**src/rtl/wb_stage.sv**
```systemverilog
// Write-back stage: MEM/WB register, load formatting, variable-latency load stall
// with optional timeout. Define WB_RETIRE_CNT_EN to add the 64-bit instret counter.
module wb_stage #(
  parameter int TIMEOUT = 16
) (
  input  logic        clk,
  input  logic        rst_n,
  input  logic        valid_mem,
  input  logic [4:0]  rd_mem,
  input  logic        reg_write_mem,
  input  logic [1:0]  reg_src_mem,
  input  logic        mem_read_mem,
  input  logic [2:0]  load_type_mem,
  input  logic [31:0] alu_result_mem,
  input  logic [31:0] pc_plus4_mem,
  input  logic [31:0] imm_mem,
  input  logic        dmem_rvalid,
  input  logic [31:0] dmem_rdata,
  output logic        reg_write_in,
  output logic [4:0]  rd_wb,
  output logic [31:0] reg_write_data_wb,
  output logic        wb_stall,
  output logic        retire,
  output logic        load_err
`ifdef WB_RETIRE_CNT_EN
  ,output logic [63:0] instret
`endif
);

  typedef enum logic {S_RUN, S_WAIT} state_e;

  localparam logic [31:0] TO_LAST = (TIMEOUT > 0) ? 32'(TIMEOUT - 1) : 32'd0;

  logic        valid_q, reg_write_q, mem_read_q;
  logic [4:0]  rd_q;
  logic [1:0]  reg_src_q;
  logic [2:0]  load_type_q;
  logic [31:0] alu_q, pc4_q, imm_q;
  state_e      state_q;
  logic [31:0] cnt_q;

  logic        pending, timeout_hit, complete;
  logic [7:0]  ld_byte;
  logic [15:0] ld_half;
  logic [31:0] ld_fmt, ld_data;

  // The counter already holds 1 when WAIT is entered, so it equals the number
  // of stalled cycles so far; TIMEOUT=1 therefore times out in the RUN cycle.
  assign pending     = valid_q && mem_read_q;
  assign timeout_hit = (TIMEOUT > 0) && pending && !dmem_rvalid && (cnt_q == TO_LAST);
  assign wb_stall    = pending && !dmem_rvalid && !timeout_hit;
  assign complete    = valid_q && !wb_stall;

  assign retire       = complete;
  assign reg_write_in = complete && reg_write_q && (rd_q != 5'd0);
  assign load_err     = timeout_hit;
  assign rd_wb        = rd_q;

  always_comb begin
    ld_byte = dmem_rdata[8*alu_q[1:0] +: 8];
    ld_half = alu_q[1] ? dmem_rdata[31:16] : dmem_rdata[15:0];
    case (load_type_q)
      3'b000:  ld_fmt = {{24{ld_byte[7]}}, ld_byte};
      3'b100:  ld_fmt = {24'd0, ld_byte};
      3'b001:  ld_fmt = {{16{ld_half[15]}}, ld_half};
      3'b101:  ld_fmt = {16'd0, ld_half};
      default: ld_fmt = dmem_rdata;
    endcase
    ld_data = timeout_hit ? 32'd0 : ld_fmt;
  end

  always_comb begin
    case (reg_src_q)
      2'b00:   reg_write_data_wb = alu_q;
      2'b01:   reg_write_data_wb = ld_data;
      2'b10:   reg_write_data_wb = pc4_q;
      default: reg_write_data_wb = imm_q;
    endcase
  end

  always_ff @(posedge clk or negedge rst_n) begin
    if (!rst_n) begin
      valid_q     <= 1'b0;
      reg_write_q <= 1'b0;
      mem_read_q  <= 1'b0;
      rd_q        <= '0;
      reg_src_q   <= '0;
      load_type_q <= '0;
      alu_q       <= '0;
      pc4_q       <= '0;
      imm_q       <= '0;
    end else if (!wb_stall) begin
      valid_q     <= valid_mem;
      reg_write_q <= reg_write_mem;
      mem_read_q  <= mem_read_mem;
      rd_q        <= rd_mem;
      reg_src_q   <= reg_src_mem;
      load_type_q <= load_type_mem;
      alu_q       <= alu_result_mem;
      pc4_q       <= pc_plus4_mem;
      imm_q       <= imm_mem;
    end
  end

  always_ff @(posedge clk or negedge rst_n) begin
    if (!rst_n) begin
      state_q <= S_RUN;
      cnt_q   <= '0;
    end else begin
      case (state_q)
        S_RUN: if (wb_stall) begin
          state_q <= S_WAIT;
          cnt_q   <= 32'd1;
        end
        S_WAIT: if (wb_stall) begin
          cnt_q <= cnt_q + 32'd1;
        end else begin
          state_q <= S_RUN;
          cnt_q   <= '0;
        end
        default: begin
          state_q <= S_RUN;
          cnt_q   <= '0;
        end
      endcase
    end
  end

`ifdef WB_RETIRE_CNT_EN
  always_ff @(posedge clk or negedge rst_n) begin
    if (!rst_n)      instret <= '0;
    else if (retire) instret <= instret + 64'd1;
  end
`endif

endmodule

```
**config.mk**
```make
export PLATFORM = sky130hd
export DESIGN_NAME = wb_stage
export DESIGN_NICKNAME = d
export VERILOG_FILES = /design/src/rtl/wb_stage.sv
export SDC_FILE = /design/constraint.sdc
export NUM_CORES = 1
export LEC_CHECK = 0
export CAP_MARGIN = 25
export CORE_MARGIN = 2
export CORE_UTILIZATION = 40
export CTS_BUF_LIST = sky130_fd_sc_hd__clkbuf_4
export CTS_CLUSTER_SIZE = 10
export DETAILED_ROUTE_END_ITERATION = 16
export GPL_ROUTABILITY_DRIVEN = 0
export PLACE_DENSITY = 0.7
export SYNTH_ARGS = -nofsm -noshare
export SYNTH_HDL_FRONTEND = slang
export SYNTH_SLANG_ARGS = --single-unit
```
**constraint.sdc**
```tcl
create_clock -name clk -period 1.9 [get_ports clk]
set_input_delay 0.38 -clock clk [delete_from_list [all_inputs] [get_ports clk]]
set_output_delay 0.38 -clock clk [all_outputs]
set_load 0.02 [all_outputs]
```
==> results.sh <==
export IMPL_clock_sink_count=142
export IMPL_synth_seq_area_share_pct=49.04
export IMPL_synth_fp_nets=820
export IMPL_finalSetupViolCount=177
export IMPL_crit_fanout=5
export IMPL_grt_pass1_wl_um=38950
export IMPL_core_area_um2=17840
export IMPL_wl_per_cell_um=20.96
export IMPL_ant_nets=0
export IMPL_cp_data_required_time_ns=1.52
export IMPL_pwr_density_cell_nw_per_um2=633.6
export IMPL_pwr_share_seq_pct=43.6
export IMPL_drc=0
export IMPL_status="finished, violations left"
export IMPL_synth_edf_count=0
export IMPL_insertion_delay_ns=0.55
export IMPL_power_switching_mw=2.457
export IMPL_dpl_cell_area_um2=10340
export IMPL_worst_pin_slew_ns=0.6173
export IMPL_clock_path_buffers=2
export IMPL_power_leakage_nw=5.538
export IMPL_syn_area_um2=7246
export IMPL_portBuffers=184
export IMPL_grt_usage_pct=26.43
export IMPL_io_pins=185
export IMPL_synth_top_area_share_pct=49.04
export IMPL_cp_data_arrival_time_ns=2.49
export IMPL_finClkSkew_ns=0.02218
export IMPL_timing_fmax_mhz=348.8
export IMPL_cts_tree="done"
export IMPL_die_width_um=138.6
export IMPL_hpwlAfterDp_um=16150
export IMPL_worst_r2r_path_depth=11
export IMPL_drtIter0Drc=479
export IMPL_peakVddDrop_mv=0.4463
export IMPL_synth_area_per_cell_um2=10.73
export IMPL_nets=1147
export IMPL_path_clk_slew_ns=0.12
export IMPL_viasPerCell=5.375
export IMPL_drive_above_1_share_pct=41.56
export IMPL_p_comb_share_pct=35.1
export IMPL_cts_buffers=17
export IMPL_drt_wl_total_um=26080
export IMPL_violations="negative setup slack"
export IMPL_slew_violations=0
export IMPL_worst_slack_ns=-0.9673
export IMPL_synth_warnings=0
export IMPL_grt_pass1_vias=6922
export IMPL_rsz0062_at_grt="yes"
export IMPL_yosysTopAreaCell="dfrtp_1"
export IMPL_p_clk_share_pct=21.3
export IMPL_total_power_mw=7.697
export IMPL_hold_violations=0
export IMPL_yosys_register_bits=142
export IMPL_die_area_um2=19210
export IMPL_grt_max_degree=60
export IMPL_synth_distinct_cells=43
export IMPL_period_minus_slack_ns=2.867
export IMPL_swShare_pct=31.93
export IMPL_h_tree_depth=4
export IMPL_ys_flop_type="dfrtp_1"
export IMPL_p_int_mw=5.239
export IMPL_crit_type="reg2out"
export IMPL_synth_common_cells="dfrtp_1 (142), mux2_2 (107), o21ai_0 (57)"
export IMPL_finalCritPeriodShare_pct=150.9
export IMPL_yosysMostFrequentCell="dfrtp_1"
export IMPL_tns_ns=-93.75
export IMPL_reg2reg_from="cnt_q[26]$_DFFE_PN0P_"
export IMPL_postLayoutCellArea_um2=12150
export IMPL_vias=6686
export IMPL_hold_class="in2async"
export IMPL_syn2layout_area_growth_pct=67.66
export IMPL_firstDrtPassIters=4
export IMPL_synthArstFlopShare_pct=100.0
export IMPL_start_util_pct=40.61
export IMPL_antenna_found_initial=2
export IMPL_r2r_end="reg_src_q[0]$_DFFE_PN0P_"
export IMPL_r2r_setup_slack_ns=-0.52
export IMPL_slew_headroom_pct=58.41
export IMPL_die_h_um=138.6
export IMPL_syn_inst=675
export IMPL_crit_path_end_kind="output pin"
export IMPL_start_kind="register"
export IMPL_fp_row_count=49
export IMPL_drv_cap=0
export IMPL_grt_overflow=0
export IMPL_root_buffer="clkbuf_4"
export IMPL_synth_area_leaders="dfrtp_1 (49%), mux2_2 (17%), o21ai_0 (3.9%)"
[critical path, stage by stage, from the launching register on]
cell and delay (ns):
dfrtp_2 0.43, mux2_2 0.36, o21ai_0 0.07, or3b_2 0.51
nand3_4 0.18, buf_6 0.17, o21ai_4 0.07, buf_6 0.15
[cells in the final DEF (no fill, tap or decap), types with 4 or more instances in the layout]
cell type,Yosys,final
clkdlybuf4s50_1,0,142
mux2i_1,17,17
mux2_4,0,106
o21ai_0,57,42
or3_1,10,9
nor2_1,53,37
nor2_2,0,4
o21a_1,8,8
a21oi_2,0,8
a21oi_1,41,33
buf_16,0,11
nand3_1,13,13
dfrtp_1,142,141
clkbuf_4,0,21
dlygate4sd2_1,0,5
nor4_2,2,7
buf_4,2,118
o2bb2ai_1,7,5
nand2_1,54,52
o2111ai_2,0,5
a21o_1,7,7
nand4_1,17,17
xnor2_1,6,6
xor2_1,22,22
nor2_4,0,12
nor3_1,7,6
buf_12,0,20
clkinv_1,0,4
buf_6,12,46
o21ai_4,0,21
[timing repair]
action                                  4_1_cts  5_1_grt
endpoints found under the setup margin      179      177
hold buffers                                  1        0
pin swaps                                    29       26
buffers inserted                             21       11
hold endpoints to repair                     32        0
gates resized for setup                     309      150
cloned                                       17        3
[routing by layer]
metal  vias up  wire [um]  track usage (%)
met5         -         11                0
met4         2        936            10.20
met3        62       1671            6.699
met2       219      12630            43.15
met1      3316      10830            34.00
li1       3087          -                -
[logic make-up (layout without fill, tap and decap cells)]
family                   after synthesis  in the layout  share of synthesized area (%)
XOR/XNOR                              29             29                          3.609
adder cells (fa/ha/maj)                1              1                         0.1727
multiplexers                         124            124                          18.98
other                                  0              2                              0
buffers and inverters                 48            386                          3.972
flip-flops                           142            142                          49.04
AO/OA/AOI/OAI                        145            145                          11.66
AND/OR/NAND/NOR                      186            186                          12.57
[sequential cells by signal (all words and copies together), names as in the netlist]
register,flops
load_type_q,3
state_q,1
valid_q,1
pc4_q,32
imm_q,32
reg_src_q,2
cnt_q,32
alu_q,32
reg_write_q,1
mem_read_q,1
rd_wb,5
[worst max path at each step]
| stage | slack [ns] | endpoint | start |
|---|---|---|---|
| 2_1_floorplan | -0.21 | reg_write_data_wb[15] | cnt_q[0]$_DFFE_PN0P_ |
| 3_3_place_gp | -1.10 | reg_write_data_wb[30] | dmem_rdata[31] |
| 3_5_place_dp | -1.10 | reg_write_data_wb[30] | dmem_rdata[31] |
| 4_1_cts | -1.08 | reg_write_data_wb[3] | cnt_q[30]$_DFFE_PN0P_ |
| 5_1_grt | -1.12 | reg_write_data_wb[8] | cnt_q[29]$_DFFE_PN0P_ |
| 6_report | -0.97 | reg_write_data_wb[22] | alu_q[1]$_DFFE_PN0P_ |
[layout make-up]
class | count | area, um^2
antenna | 2 | 5.005
clock buffer | 21 | 157.7
clock inverter | 9 | 48.80
fill | 1281 | 5693
inverter | 5 | 21.27
multi-input combinational | 485 | 4372
sequential | 142 | 3555
tap | 229 | 286.5
timing repair buffer | 351 | 3702
[stage by stage]
step | setup WS (ns) | std cells | util, % | hold slack [ns]
detailed placement | -1.104 | 1169 | 57.96 | 0.3103
global route | -1.119 | 1243 | 68.08 | 0.2663
floorplan | -0.2062 | 675 | - | 0.08441
finish | -0.9673 | 1244 | 68.09 | 0.2773
global placement | -1.099 | 1169 | 57.96 | 0.3107
CTS | -1.080 | 1238 | 65.11 | 0.2707
[power by group through the flow]
stage	clock, mW	sequential, mW	combinational [mW]
floorplan	0	3.38	1.03
global placement	0	3.39	2.07
detailed placement	0	3.40	2.08
CTS	1.69	3.35	2.46
global route	1.81	3.38	2.85
finish	1.64	3.36	2.70
No activity file was read; power rests on OpenSTA's default activity.
